**config.mk**
```make
export PLATFORM = sky130hd
export DESIGN_NAME = display_timings_480p
export DESIGN_NICKNAME = d
export VERILOG_FILES = /design/src/rtl/display_timings_pkg.sv /design/src/rtl/display_timings_480p.sv
export SDC_FILE = /design/constraint.sdc
export NUM_CORES = 1
export LEC_CHECK = 0
export CAP_MARGIN = 0
export CORE_AREA = 2 2 85 87
export DETAILED_ROUTE_END_ITERATION = 6
export DIE_AREA = 0 0 87 89
export HOLD_SLACK_MARGIN = 0.02
export SYNTH_ARGS = -nofsm -noshare
export SYNTH_HDL_FRONTEND = slang
export SYNTH_SLANG_ARGS = --single-unit
```
**constraint.sdc**
```tcl
create_clock -name clk_pix -period 2.89 [get_ports clk_pix]
set_input_delay 0.289 -clock clk_pix [delete_from_list [all_inputs] [get_ports clk_pix]]
set_output_delay 0.289 -clock clk_pix [all_outputs]
set_load 0.01 [all_outputs]
```
**src/rtl/display_timings_pkg.sv**
```systemverilog
// 640x480@60 timing constants shared by the timing generator, the renderer and the bench.
// Positions are zero-based; the active region always starts at sx=0, sy=0.
package display_timings_pkg;

  localparam int CORDW = 10;
  localparam int FCW   = 16;

  localparam int H_RES  = 640;
  localparam int H_FP   = 16;
  localparam int H_SYNC = 96;
  localparam int H_BP   = 48;

  localparam int V_RES  = 480;
  localparam int V_FP   = 10;
  localparam int V_SYNC = 2;
  localparam int V_BP   = 33;

  localparam bit H_POL = 1'b0;
  localparam bit V_POL = 1'b0;

  function automatic int span_total(input int res, input int fp, input int sync, input int bp);
    return res + fp + sync + bp;
  endfunction

  localparam int H_TOTAL = span_total(H_RES, H_FP, H_SYNC, H_BP);
  localparam int V_TOTAL = span_total(V_RES, V_FP, V_SYNC, V_BP);

  // Sync windows are inclusive on both ends.
  localparam int HS_STA = H_RES + H_FP;
  localparam int HS_END = HS_STA + H_SYNC - 1;
  localparam int VS_STA = V_RES + V_FP;
  localparam int VS_END = VS_STA + V_SYNC - 1;

endpackage

```
**src/rtl/display_timings_480p.sv**
```systemverilog
// Pixel-clock timing generator: sx/sy counters with registered sync, enable and strobe decode.
// All decode looks at the next counter values so every output lines up with sx/sy in the same cycle.
module display_timings_480p #(
  parameter int CORDW  = display_timings_pkg::CORDW,
  parameter int FCW    = display_timings_pkg::FCW,
  parameter int H_RES  = display_timings_pkg::H_RES,
  parameter int H_FP   = display_timings_pkg::H_FP,
  parameter int H_SYNC = display_timings_pkg::H_SYNC,
  parameter int H_BP   = display_timings_pkg::H_BP,
  parameter int V_RES  = display_timings_pkg::V_RES,
  parameter int V_FP   = display_timings_pkg::V_FP,
  parameter int V_SYNC = display_timings_pkg::V_SYNC,
  parameter int V_BP   = display_timings_pkg::V_BP,
  parameter bit H_POL  = display_timings_pkg::H_POL,
  parameter bit V_POL  = display_timings_pkg::V_POL
) (
  input  logic             clk_pix,
  input  logic             rst,
  output logic [CORDW-1:0] sx,
  output logic [CORDW-1:0] sy,
  output logic             hsync,
  output logic             vsync,
  output logic             de,
  output logic             line,
  output logic             frame,
  output logic [FCW-1:0]   frame_cnt
);

  localparam int H_TOTAL = display_timings_pkg::span_total(H_RES, H_FP, H_SYNC, H_BP);
  localparam int V_TOTAL = display_timings_pkg::span_total(V_RES, V_FP, V_SYNC, V_BP);

  // H_TOTAL-1 and V_TOTAL-1 must fit in CORDW bits; all compares are unsigned.
  localparam logic [CORDW-1:0] H_LAST = CORDW'(H_TOTAL - 1);
  localparam logic [CORDW-1:0] V_LAST = CORDW'(V_TOTAL - 1);
  localparam logic [CORDW-1:0] H_ACT  = CORDW'(H_RES);
  localparam logic [CORDW-1:0] V_ACT  = CORDW'(V_RES);
  localparam logic [CORDW-1:0] HS_STA = CORDW'(H_RES + H_FP);
  localparam logic [CORDW-1:0] HS_END = CORDW'(H_RES + H_FP + H_SYNC - 1);
  localparam logic [CORDW-1:0] VS_STA = CORDW'(V_RES + V_FP);
  localparam logic [CORDW-1:0] VS_END = CORDW'(V_RES + V_FP + V_SYNC - 1);

  logic [CORDW-1:0] r_sx;
  logic [CORDW-1:0] r_sy;
  logic             r_hsync;
  logic             r_vsync;
  logic             r_de;
  logic             r_line;
  logic             r_frame;
  logic [FCW-1:0]   r_frame_cnt;

  logic             w_h_wrap;
  logic [CORDW-1:0] w_sx_next;
  logic [CORDW-1:0] w_sy_next;
  logic             w_hs_act;
  logic             w_vs_act;
  logic             w_de_next;
  logic             w_line_next;
  logic             w_frame_next;

  always_comb begin
    w_h_wrap  = (r_sx == H_LAST);
    w_sx_next = w_h_wrap ? '0 : r_sx + 1'b1;
    w_sy_next = r_sy;
    if (w_h_wrap) begin
      w_sy_next = (r_sy == V_LAST) ? '0 : r_sy + 1'b1;
    end
    w_hs_act     = (w_sx_next >= HS_STA) && (w_sx_next <= HS_END);
    // vsync only depends on sy, so it changes exactly when sx wraps to 0.
    w_vs_act     = (w_sy_next >= VS_STA) && (w_sy_next <= VS_END);
    w_de_next    = (w_sx_next < H_ACT) && (w_sy_next < V_ACT);
    w_line_next  = (w_sx_next == '0);
    w_frame_next = w_line_next && (w_sy_next == V_ACT);
  end

  always_ff @(posedge clk_pix) begin
    if (rst) begin
      r_sx        <= H_LAST;
      r_sy        <= V_LAST;
      r_hsync     <= ~H_POL;
      r_vsync     <= ~V_POL;
      r_de        <= 1'b0;
      r_line      <= 1'b0;
      r_frame     <= 1'b0;
      r_frame_cnt <= '0;
    end else begin
      r_sx    <= w_sx_next;
      r_sy    <= w_sy_next;
      r_hsync <= w_hs_act ? H_POL : ~H_POL;
      r_vsync <= w_vs_act ? V_POL : ~V_POL;
      r_de    <= w_de_next;
      r_line  <= w_line_next;
      r_frame <= w_frame_next;
      if (w_frame_next) begin
        r_frame_cnt <= r_frame_cnt + FCW'(1);
      end
    end
  end

  assign sx        = r_sx;
  assign sy        = r_sy;
  assign hsync     = r_hsync;
  assign vsync     = r_vsync;
  assign de        = r_de;
  assign line      = r_line;
  assign frame     = r_frame;
  assign frame_cnt = r_frame_cnt;

endmodule

```
Word-level counts from Yosys, hierarchy flattened

Index checks and enable logic that the tools add are counted.

Bits in registers: 41
Input bits: 2
Output and inout port bits: 41
Word-level logic and storage cells: 30

$add $sub $neg: 3
$lt $le $gt $ge: 6
Eq/ne operators: 3
Mux-type cells: 5
Reductions and logical operators: 5

Operators with widths:

| cell                    | number |
|---|---|
| $mux W10                | 3 |
| $add A10 B1 Y10 const B | 2 |
| $eq A10 B10 Y1 const B  | 2 |
| $add A16 B1 Y16 const B | 1 |
| $eq A10 B9 Y1 const B   | 1 |
| $ge A10 B10 Y1 const B  | 1 |
| $ge A10 B9 Y1 const B   | 1 |
| $le A10 B10 Y1 const B  | 1 |
| $le A10 B9 Y1 const B   | 1 |
| $logic_not A10 Y1       | 1 |
| $lt A10 B10 Y1 const B  | 1 |
| $lt A10 B9 Y1 const B   | 1 |
| $logic_and A1 B1 Y1     | 4 |
| $mux W1                 | 2 |

Logic depth before layout (Yosys ltp)

Gate-level depths: netlist (run 1).

Depth in word-level cells: 6
Gate-level depth with buffers: 12
Gate-level depth less buffers: 9

Worst setup path before layout (run 1)

No wires, ideal clock.

Path type: register -> register
Start point: register r_sx[0], in the netlist sx[0]
End point: register r_frame_cnt[15], in the netlist frame_cnt[15]
Setup time: 121 ps
Arrival: 2506 ps
Data required time: 2769 ps
Slack: 263 ps
Cell stages (with the launch flop): 12
Clock period less this slack: 2627 ps
Cells stage by stage: dfxtp_1 -> ha_1 -> buf_2 -> and4_4 -> buf_6 -> and4_4 -> or4_1 -> a21oi_1 -> nand4_1 -> buf_2 -> nor3_2 -> mux2_2

Longest elaborated chain between the ends: 4
Elaborated cells on any way between the ends: 7
Those cells by class: add/sub: 1; eq/ne: 2; mux: 2; reduce/logical: 2

RTL lines:

| element                                                   | RTL line                                               | text |
|---|---|---|
| start: declaration                                        | display_timings_480p.sv:42                             | `logic [CORDW-1:0] r_sx;` |
| start signal: assignment                                  | display_timings_480p.sv:86                             | `r_sx <= w_sx_next;` |
| $add A10 B1 Y10 / $eq A10 B10 Y1 (equally long branches)  | display_timings_480p.sv:62, display_timings_480p.sv:61 |  |
| $mux W10, on equally long branches                        | display_timings_480p.sv:62, display_timings_480p.sv:64 |  |
| $logic_not A10 Y1 / $eq A10 B9 Y1 (equally long branches) | display_timings_480p.sv:71, display_timings_480p.sv:72 |  |
| $logic_and A1 B1 Y1 *                                     | display_timings_480p.sv:72                             | `w_frame_next = w_line_next && (w_sy_next == V_ACT);` |
| end signal: assignment                                    | display_timings_480p.sv:94                             | `r_frame_cnt <= r_frame_cnt + FCW'(1);` |
| end: declaration                                          | display_timings_480p.sv:49                             | `logic [FCW-1:0] r_frame_cnt;` |

Mark *: on every way between the ends. The rest lies on a longest branch, timed or not.
A chain may end at the register's enable or synchronous reset.

Worst setup path after layout (run 1)

Ends and elaborated chain as after synthesis.

==> metrics.md, run 1 <==
| Metric | Value |
|---|---|
| Status | finished clean |
| Die Span X | 87 µm |
| I/O Buffers | 42 |
| Mapped Area | 0.00231 mm² |
| Grt total ovfl | 0 |
| Mapped Nets | 291 |
| Nets@finish | 331 |
| Hold/Removal Path Class | reg -> reg |
| FMAX | 373 MHz |
| Part of the cycle the worst path needs | 92.7% |
| Avg Cell Area, Syn | 8.14 µm² |
| Max-cap check violation count | 0 |
| HPWL after DPL | 4.10 mm |
| CTS Buf Count | 5 |
| Initial antenna violation count | 0 |
| Worst hold margin | 0.540 ns |
| Row cnt | 30 |
| Post-Route Utilization | 43.8% |
| Layout cells sized above 1 | 8.92% |
| Post-DR wirelength/cell | 14.1 µm |
| Cell taking the most area after synthesis | dfxtp_1 |
| Unrepaired setup endpoints after global routing | no |
| Number of I/O pins | 43 |
| Vias in the first global route | 1994 |
| Initial Util | 34.4% |
| Dpl cells | 397 |
| Clock sinks | 41 |
| Post-synth top flop | dfxtp_1 |
| PnR Total Power | 2.14 mW |
| Leakage | 1.05 nW |
| Largest cells by area after synthesis | dfxtp_1, o21a_1, nand2_1 |
| Global-route wire length before repair | 9.21 mm |
| Post-CTS Setup Inserts | 0 |
| Post-synth ARST share | 0% |
| Post-synth EDFFs | 0 |
| Total GRT Usage | 15.1% |
| Syn Inst Count | 284 |
| Min cycle time layout | 2.68 ns |
| Clock latency on the worst-skew pair | 0.30 ns |
| Fin. max-slew vios | 0 |
| Worst Setup End Kind | flip-flop |
| Clock-pin slew of the registers on the worst-case setup and hold paths | 0.09 ns |
| Largest net degree at the start of global routing | 31 |
| Post-route DRC violation count | 0 |
| Routed WL | 5.71 mm |
| Netlist cell types | 49 |
| Rel. slew slack | 68.3% |
| Final Wtd Congestion | 0.879 |
| Cell with the most instances after synthesis | dfxtp_1 |
| Area growth syn-to-layout | 27.3% |
| Crit path kind | reg -> reg |
| Worst Tran Pin Value | 0.474 ns |
| Bufs on Longest Clock Path | 2 |
| DIE HEIGHT | 89 µm |
| Area of the multi-input gates | 0.00136 mm² |
| Worst vdd ir | 0.355 mV |
| Die ar. | 0.00774 mm² |
| Top cell type's share of synthesized area | 35.5% |
| Yosys warns | 0 |
| Worst path required time | 3.09 ns |
| Core box area | 0.00672 mm² |
| Iteration-0 DRC Markers | 95 |
| Routed Antenna Nets | 0 |
| Non-Filler Instances | 405 |
| Setup_tns | 0 ns |
| Cts repair resizes | 0 |
| Drt pass-1 iters | 4 |
| P per Cell Area | 727 mW/mm² |
| Post-CTS Hold Buffers | 0 |
| Sequential area share after synthesis | 35.5% |
| Vias per inst | 5.39 |
| CP startpoint kind | flip-flop |
| Final Hold Violating Endpoints | 0 |
| Reg area | 821 µm² |
| CP max FO | 30 |
| CP Data Arrival Time | 2.88 ns |
| Fillers | 669 |
| H-tree levels | 2 |
| Post-synth top cells | dfxtp_1, o21a_1, nand2_1, nor2_1, nor3_1 |
| Setup Skew | 0.00802 ns |
| CTS root buf | clkbuf_8 |
| CTS tree | done |
| Ant diodes | 0 |
| Via count | 2182 |
| Flops & latches, synth | 41 |
| Final setup violation count | 0 |
[per-layer routing]
layer  share of wire (%)  GRT usage [%]  routed length, µm  vias to the layer above
met5                   0              0                  0                        -
met4                 1.5           6.11                 86                        0
met3                 4.3           3.79                243                        9
met2                  46           24.1               2650                       55
met1                  48           19.4               2730                     1004
li1                    -              -                  -                     1114
[stage by stage]
stage | setup slack (ns) | area (µm²)
after CTS | 0.212 | 2940
after floorplan | 0.263 | 2310
after detailed placement | 0.227 | 2840
after global routing | 0.0308 | 2940
final | 0.211 | 2940
after global placement | 0.310 | 2840
[final cells by class]
type / count / share of cell area (%)
Multi-Input combinational cell: 213 / 46.1
Sequential cell: 41 / 27.9
Timing Repair Buffer: 55 / 18.0
Tap cell: 80 / 3.40
Clock buffer: 7 / 3.27
Inverter: 8 / 1.02
Clock inverter: 1 / 0.298
[where the power goes]
| part | internal, mW | switching, mW | total [mW] |
|---|---|---|---|
| clock | 0.221 | 0.215 | 0.436 |
| sequential | 0.638 | 0.120 | 0.759 |
| combinational | 0.445 | 0.499 | 0.944 |
| total | 1.30 | 0.835 | 2.14 |
[final timing paths]
check,from,depth (start not counted),slack [ns],end
hold / removal,sy[8]$_SDFF_PP0_,2,0.54,sy[8]$_SDFF_PP0_
setup / recovery,sx[0]$_SDFF_PP1_,9,0.21,frame_cnt[15]$_SDFFE_PP0P_
setup reg to reg,sx[0]$_SDFF_PP1_,9,0.21,frame_cnt[15]$_SDFFE_PP0P_
hold reg to reg,sy[8]$_SDFF_PP0_,2,0.54,sy[8]$_SDFF_PP0_
[critical path: stages, from the launching register on]
cell and delay [ns]:
dfxtp_1 0.39, ha_1 0.18, and4_4 0.29, and4_4 0.34, nand3_1 0.12, a211oi_1 0.32, nand4_1 0.20, buf_12 0.21
nor3_2 0.18, mux2_2 0.34
[logic make-up (layout without fill, tap and decap cells)]
| group | count (synthesis) | in the layout | synth area share [%] |
|---|---|---|---|
| xor+xnor | 11 | 11 | 4.17 |
| mux | 2 | 2 | 0.920 |
| buf+inv | 30 | 71 | 5.84 |
| compound gates | 71 | 71 | 20.5 |
| simple gates | 124 | 124 | 30.4 |
| fa+ha+maj | 5 | 5 | 2.71 |
| flops | 41 | 41 | 35.5 |
[sequential cells by signal (all words and copies together), names as in the netlist]
signal,flops
de,1
frame,1
frame_cnt,16
hsync,1
line,1
sx,10
sy,10
vsync,1
[layout by cell type, fill, tap and decap left out, types with 4 or more instances in the layout]
master           count
nand3_1             12
a21oi_1             15
nand4_1             12
and2_1               6
and4_1               4
clkdlybuf4s50_1     42
o21a_1              24
inv_1                8
nor2b_1              5
a211oi_1             4
nor3_1              17
xnor2_1              5
dfxtp_1             41
nand2_1             23
clkbuf_8             7
ha_1                 5
buf_4               12
o21ai_0             13
xor2_1               6
and3_1               5
nor2_1              19
(Power assumes the default switching activity.)
==> inputs of run 2 (changes only) <==
- CAP_MARGIN: 0 -> not set
- CORE_AREA: 2 2 85 87 -> 2 2 89 83
- DIE_AREA: 0 0 87 89 -> 0 0 91 85
- PLACE_DENSITY: not set -> 0.6
==> run 2 against run 1 <==
Non-clock buffer count unchanged. Clock skew fell by 0.00055 ns. Final cell count up 3.2%. Power up 3.1%. Sequential power down 0.7%. Clock power up 12%.
==> metrics.md, run 2 (synthesis results as in run 1) <==
| Metric | Value |
|---|---|
| Routed WL | 5.67 mm |
| Die Span X | 91 µm |
| Post-route DRC violation count | 0 |
| Crit-path slowest cell | dfxtp_1 |
| DIE HEIGHT | 85 µm |
| CP Data Arrival Time | 2.83 ns |
| Clock-pin slew of the registers on the worst-case setup and hold paths | 0.09 ns |
| Global-route wire length before repair | 9.72 mm |
| Cts repair resizes | 0 |
| Total GRT Usage | 15.0% |
| Bufs on Longest Clock Path | 2 |
| Rel. slew slack | 66.4% |
| Highest Signal Layer | met4 |
| Crit path cell chain | ha_1 -> and4_4 -> and4_4 -> nand3_1 -> a211oi_2 -> nand4_1 -> buf_12 -> nor3_2 -> mux2_2 |
| CTS root buf | clkbuf_8 |
| Leakage | 1.05 nW |
| CTS tree | done |
| Grt total ovfl | 0 |
| Die ar. | 0.00774 mm² |
| Area growth syn-to-layout | 28.9% |
| Max reg flops | 16 |
| Drt pass-1 iters | 4 |
| HPWL after DPL | 4.18 mm |
| Wire length on met2 | 2.54 mm |
| Max-cap check violation count | 0 |
| Met3 WL post-DR | 167 µm |
| Worst Setup End Kind | flip-flop |
| Min cycle time layout | 2.65 ns |
| I/O Buffers | 42 |
| M1 WL | 2.91 mm |
| Crit path kind | reg -> reg |
| Most used cell, CP | and4_4 |
| Routed Antenna Nets | 0 |
| Clock sinks | 41 |
| Worst Tran Pin Value | 0.502 ns |
| CP max FO | 30 |
| Most frequent cells in the layout | clkdlybuf4s50_1, dfxtp_1, o21a_1, nand2_1, nor2_1 |
| Worst vdd ir | 0.466 mV |
| Final setup violation count | 0 |
| Unrepaired setup endpoints after global routing | no |
| P per Cell Area | 740 mW/mm² |
| Initial antenna violation count | 0 |
| Via count | 2171 |
| Largest net degree at the start of global routing | 31 |
| Post-CTS Setup Inserts | 0 |
| Number of I/O pins | 43 |
| Part of the cycle the worst path needs | 91.8% |
| Worst path required time | 3.07 ns |
| Vias per inst | 5.19 |
| Post-Route Utilization | 43.7% |
| Clock latency on the worst-skew pair | 0.29 ns |
| Initial Util | 33.9% |
| Core box area | 0.00682 mm² |
| Final Wtd Congestion | 0.821 |
| Post-DR wirelength/cell | 13.6 µm |
| Setup_tns | 0 ns |
| Hold/Removal Path Class | reg -> reg |
| CTS Buf Count | 5 |
| Status | finished clean |
| Fin. max-slew vios | 0 |
| Iteration-0 DRC Markers | 66 |
| Non-Filler Instances | 418 |
| Area of the multi-input gates | 0.00136 mm² |
| Row cnt | 29 |
| Fillers | 723 |
| Nets@finish | 331 |
| Most common cell after layout, fill and taps aside | clkdlybuf4s50_1 |
| Layout cells sized above 1 | 9.54% |
| CP peak stage delay | 0.39 ns |
| Dpl cells | 410 |
| Ant diodes | 0 |
| Final Hold Violating Endpoints | 0 |
| Worst hold margin | 0.531 ns |
| CP startpoint kind | flip-flop |
| FMAX | 377 MHz |
| Reg area | 821 µm² |
| Vias in the first global route | 1962 |
| Setup Skew | 0.00747 ns |
| H-tree levels | 2 |
| Post-CTS Hold Buffers | 0 |
==> run 2: cell count changes in the layout (fill, tap and decap cells not counted), sizes merged <==
cell | before | now
inv | 9 | 8
clkinvlp | 0 | 1
bufinv | 0 | 1
clkbuf | 7 | 6
==> run 2: through the flow <==
stage | area (µm²) | power [mW] | setup WS [ns]
final | 2980 | 2.21 | 0.238
after global placement | 2850 | 1.72 | 0.213
after global routing | 2980 | 2.36 | 0.0297
after detailed placement | 2850 | 1.73 | 0.200
after floorplan | 2310 | 1.42 | 0.263
after CTS | 2970 | 2.21 | 0.190
==> run 2: critical path, delay by kind of cell, from the launching register on <==
| kind | cells | cell delay [ns] |
|---|---|---|
| and+or+nand+nor | 5 | 1.14 |
| DFF | 1 | 0.39 |
| muxes | 1 | 0.34 |
| AOI/OAI and AO/OA | 1 | 0.27 |
| buffers and inverters | 1 | 0.21 |
| adders and majority gates | 1 | 0.19 |
==> run 2: final cells by class <==
class,count,area share (%)
flip-flops and latches,41,27.5
repair buffers,55,17.8
inverters,8,1.01
clock buffers,6,2.77
well taps,93,3.90
clock inverters,2,1.26
multi-input cells,213,45.7
==> run 2: power by group <==
| group | total (mW) | switching, mW | internal (mW) |
|---|---|---|---|
| clock | 0.487 | 0.206 | 0.281 |
| sequential | 0.754 | 0.116 | 0.638 |
| combinational | 0.964 | 0.506 | 0.458 |
==> run 2: path summary, 6_finish.rpt <==
path	startpoint	end	slack (ns)	depth (start not counted)
worst max register to register	sx[1]$_SDFF_PP1_	frame_cnt[15]$_SDFFE_PP0P_	0.24	9
worst min register to register	sy[8]$_SDFF_PP0_	sy[8]$_SDFF_PP0_	0.53	2
worst max-delay path	sx[1]$_SDFF_PP1_	frame_cnt[15]$_SDFFE_PP0P_	0.24	9
worst min-delay path	sy[8]$_SDFF_PP0_	sy[8]$_SDFF_PP0_	0.53	2
==> run 2: metal layers <==
layer | vias to the layer above | global-route usage [%]
met4 | 0 | 4.13
li1 | 1108 | -
met2 | 43 | 23.6
met3 | 4 | 3.02
met5 | - | 0
met1 | 1016 | 21.1
==> inputs of run 3 (changes only) <==
- ABC_AREA: not set -> 1
- CORE_AREA: 2 2 89 83 -> 2 2 92 85
- DIE_AREA: 0 0 91 85 -> 0 0 94 87
==> run 3 against run 2 <==
Synthesized cell count increased by 25%. Utilization decreased by 2.2 points. Worst hold slack worse by 0.037 ns. Critical path type unchanged. Critical endpoint is now frame_cnt[10]$_SDFFE_PP0P_. Largest cell class unchanged. Highest routed layer unchanged.
==> metrics.md, run 3 <==
| Metric | Value |
|---|---|
| Initial antenna violation count | 0 |
| Final setup violation count | 0 |
| Worst R2R Path Depth | 12 |
| Largest net degree at the start of global routing | 28 |
| Post-CTS Hold Buffers | 0 |
| Post-synth top flop | dfxtp_1 |
| P per Cell Area | 866 mW/mm² |
| Worst path required time | 3.06 ns |
| Drt pass-1 iters | 4 |
| Hold path start | frame_cnt[7]$_SDFFE_PP0P_ |
| Die Span X | 94 µm |
| Cell taking the most area after synthesis | dfxtp_1 |
| Setup_tns | 0 ns |
| Most frequent cells in the layout | nand2_1, clkdlybuf4s50_1, dfxtp_1, inv_1, nand3_1 |
| Post-route DRC violation count | 0 |
| HPWL after DPL | 4.30 mm |
| Vias in the first global route | 2162 |
| Grt total ovfl | 0 |
| RR Startpoint | sx[0]$_SDFF_PP1_ |
| CTS root buf | clkbuf_8 |
| Rel. slew slack | 72.2% |
| Worst r2r dst | frame_cnt[10]$_SDFFE_PP0P_ |
| Avg Cell Area, Syn | 6.88 µm² |
| Row cnt | 30 |
| Comb power frac | 49.9% |
| Post-DR wirelength/cell | 11.9 µm |
| Part of the cycle the worst path needs | 86.0% |
| CP max FO | 17 |
| Netlist cell types | 31 |
| Status | finished clean |
| Post-synth top cells | nand2_1, dfxtp_1, inv_1, nand3_1, nor2_1 |
| Iteration-0 DRC Markers | 113 |
| Crit path cell chain | ha_1 -> nand3_1 -> nor2_2 -> nand2_2 -> nand2_1 -> nand2_1 -> nor2_1 -> nand2_2 -> nor2_8 -> nand3_4 -> nand2_1 -> a21oi_1 |
| Flops & latches, synth | 41 |
| Hold Path End | frame_cnt[7]$_SDFFE_PP0P_ |
| Bufs on Longest Clock Path | 2 |
| DP Area | 0.00292 mm² |
| Crit path max-delay family | simple AND/OR/NAND/NOR gates |
| CP startpoint kind | flip-flop |
| Reg2Reg Setup Slack | 0.41 ns |
| Top cell type's share of synthesized area | 33.5% |
| Syn Inst Count | 356 |
| DIE HEIGHT | 87 µm |
| Hold/Removal Path Class | reg -> reg |
| H-tree levels | 2 |
| Power share of the clock group | 18.3% |
| Sequential area share after synthesis | 33.5% |
| Worst vdd ir | 0.340 mV |
| Hold Path Cell Cnt | 2 |
| Number of I/O pins | 43 |
| CTS tree | done |
| Crit-path slowest cell | dfxtp_2 |
| Yosys warns | 0 |
| Max reg flops | 16 |
| CP peak stage delay | 0.43 ns |
| Ant diodes | 0 |
| Final Wtd Congestion | 0.843 |
| Setup Skew | 0.00576 ns |
| Routed WL | 5.86 mm |
| Clock latency on the worst-skew pair | 0.29 ns |
| Unrepaired setup endpoints after global routing | no |
| Final instance area | 0.00303 mm² |
| I/O Buffers | 42 |
| Net switching power | 1.18 mW |
| Vias per inst | 4.84 |
| Crit path kind | reg -> reg |
| Mapped Nets | 363 |
| Die ar. | 0.00818 mm² |
| Worst Path Buf+Inv | 0 |
| Fin. max-slew vios | 0 |
| Clock-pin slew of the registers on the worst-case setup and hold paths | 0.08 ns |
| Cell with the most instances after synthesis | nand2_1 |
| Pint | 1.45 mW |
| Post-synth ARST share | 0% |
| Final Hold Violating Endpoints | 0 |
| CP Data Arrival Time | 2.65 ns |
| Min cycle time layout | 2.48 ns |
| FMAX | 402 MHz |
| CTS Buf Count | 5 |
| Max-cap check violation count | 0 |
| Area growth syn-to-layout | 23.9% |
| Most common cell after layout, fill and taps aside | nand2_1 |
| Largest cells by area after synthesis | dfxtp_1, nand2_1, nand4_1 |
| Most used cell, CP | nand2_1 |
| Via count | 2376 |
| Clock sinks | 41 |
| Worst Tran Pin Value | 0.417 ns |
| Sw frac | 45.0% |
| Worst Setup End Kind | flip-flop |
| Nets@finish | 401 |
| Layout cells sized above 1 | 7.85% |
| Core box area | 0.00732 mm² |
| Mapped Area | 0.00245 mm² |
| Fillers | 758 |
| Post-synth EDFFs | 0 |
| Total GRT Usage | 15.2% |
| Leakage | 1.29 nW |
| Seq pwr share | 31.8% |
| Global-route wire length before repair | 10.1 mm |
| Initial Util | 33.5% |
| Routed Antenna Nets | 0 |
==> run 3: cell count changes after synthesis, moves of 9 or more <==
cell     delta
buf_2      -10
nand3_1    +20
o21a_1     -24
o21ai_0    -12
nand2_1    +72
nor2_1     +12
nand4_1    +14
nor3_1      -9
inv_1      +30
==> run 3: cell families (layout without fill, tap and decap cells) <==
kind of cell | after synthesis | after routing | share of synthesized area [%]
flops | 41 | 41 | 33.5
simple gates | 218 | 218 | 43.6
buf+inv | 52 | 91 | 9.60
fa+ha+maj | 5 | 5 | 2.55
xor+xnor | 16 | 16 | 5.72
compound gates | 24 | 24 | 5.06
==> run 3: metal layers <==
layer  global-route usage (%)  up-vias  share of wire (%)
li1                         -     1236                  -
met2                     22.6       49                 45
met3                     2.60        6                3.9
met4                     5.40        0                1.2
met5                        0        -                  0
met1                     22.1     1085                 50
==> run 3: how the worst max path moves through the flow <==
stage	startpoint	end	slack [ns]	cells past startpoint
global route	sx[0]$_SDFF_PP1_	frame_cnt[6]$_SDFFE_PP0P_	0.04	12
CTS	sx[0]$_SDFF_PP1_	frame_cnt[10]$_SDFFE_PP0P_	0.25	12
floorplan	sx[1]$_SDFF_PP1_	frame_cnt[6]$_SDFFE_PP0P_	0.81	14
global placement	sx[0]$_SDFF_PP1_	frame_cnt[7]$_SDFFE_PP0P_	0.38	12
finish	sx[0]$_SDFF_PP1_	frame_cnt[10]$_SDFFE_PP0P_	0.41	12
detailed placement	sx[0]$_SDFF_PP1_	frame_cnt[5]$_SDFFE_PP0P_	0.30	12
==> run 3: layout make-up <==
type | instances | area (µm²) | share of cell area [%]
clock buffer | 7 | 86.3 | 2.85
inverter | 39 | 146 | 4.82
multi-input combinational | 263 | 1390 | 45.9
tap | 96 | 120 | 3.96
timing repair buffer | 44 | 435 | 14.4
clock inverter | 1 | 30.0 | 0.990
sequential | 41 | 822 | 27.1
==> run 3: power groups by stage <==
| stage | clock network (mW) | logic [mW] | registers [mW] |
|---|---|---|---|
| 6_report | 0.481 | 1.31 | 0.836 |
| 5_1_grt | 0.522 | 1.47 | 0.863 |
| 4_1_cts | 0.503 | 1.32 | 0.837 |
| 3_5_place_dp | 0 | 1.31 | 0.847 |
| 3_3_place_gp | 0 | 1.30 | 0.849 |
| 2_1_floorplan | 0 | 0.921 | 0.848 |
==> run 3: timing repair <==
item                                    CTS  global route
resized for setup                         0             1
setup buffers                             0             0
endpoints found under the setup margin    0            16
==> run 3: worst reg2reg max path, cell delays in order (launching register included) <==
cell	delay, ns
dfxtp_2	0.43
ha_1	0.25
nand3_1	0.13
nor2_2	0.13
nand2_2	0.21
nand2_1	0.13
nand2_1	0.07
nor2_1	0.18
nand2_2	0.14
nor2_8	0.27
nand3_4	0.23
nand2_1	0.13
a21oi_1	0.07
==> run 3: per-stage QoR <==
stage | std cells | setup slack, ns | utilization, % | hold WS (ns) | power [mW]
floorplan | 356 | 0.814 | - | 0.507 | 1.77
global placement | 483 | 0.385 | 39.8 | 0.488 | 2.15
detailed placement | 483 | 0.299 | 39.8 | 0.489 | 2.16
CTS | 491 | 0.251 | 41.4 | 0.502 | 2.66
global route | 491 | 0.0419 | 41.5 | 0.521 | 2.86
finish | 491 | 0.405 | 41.5 | 0.494 | 2.63
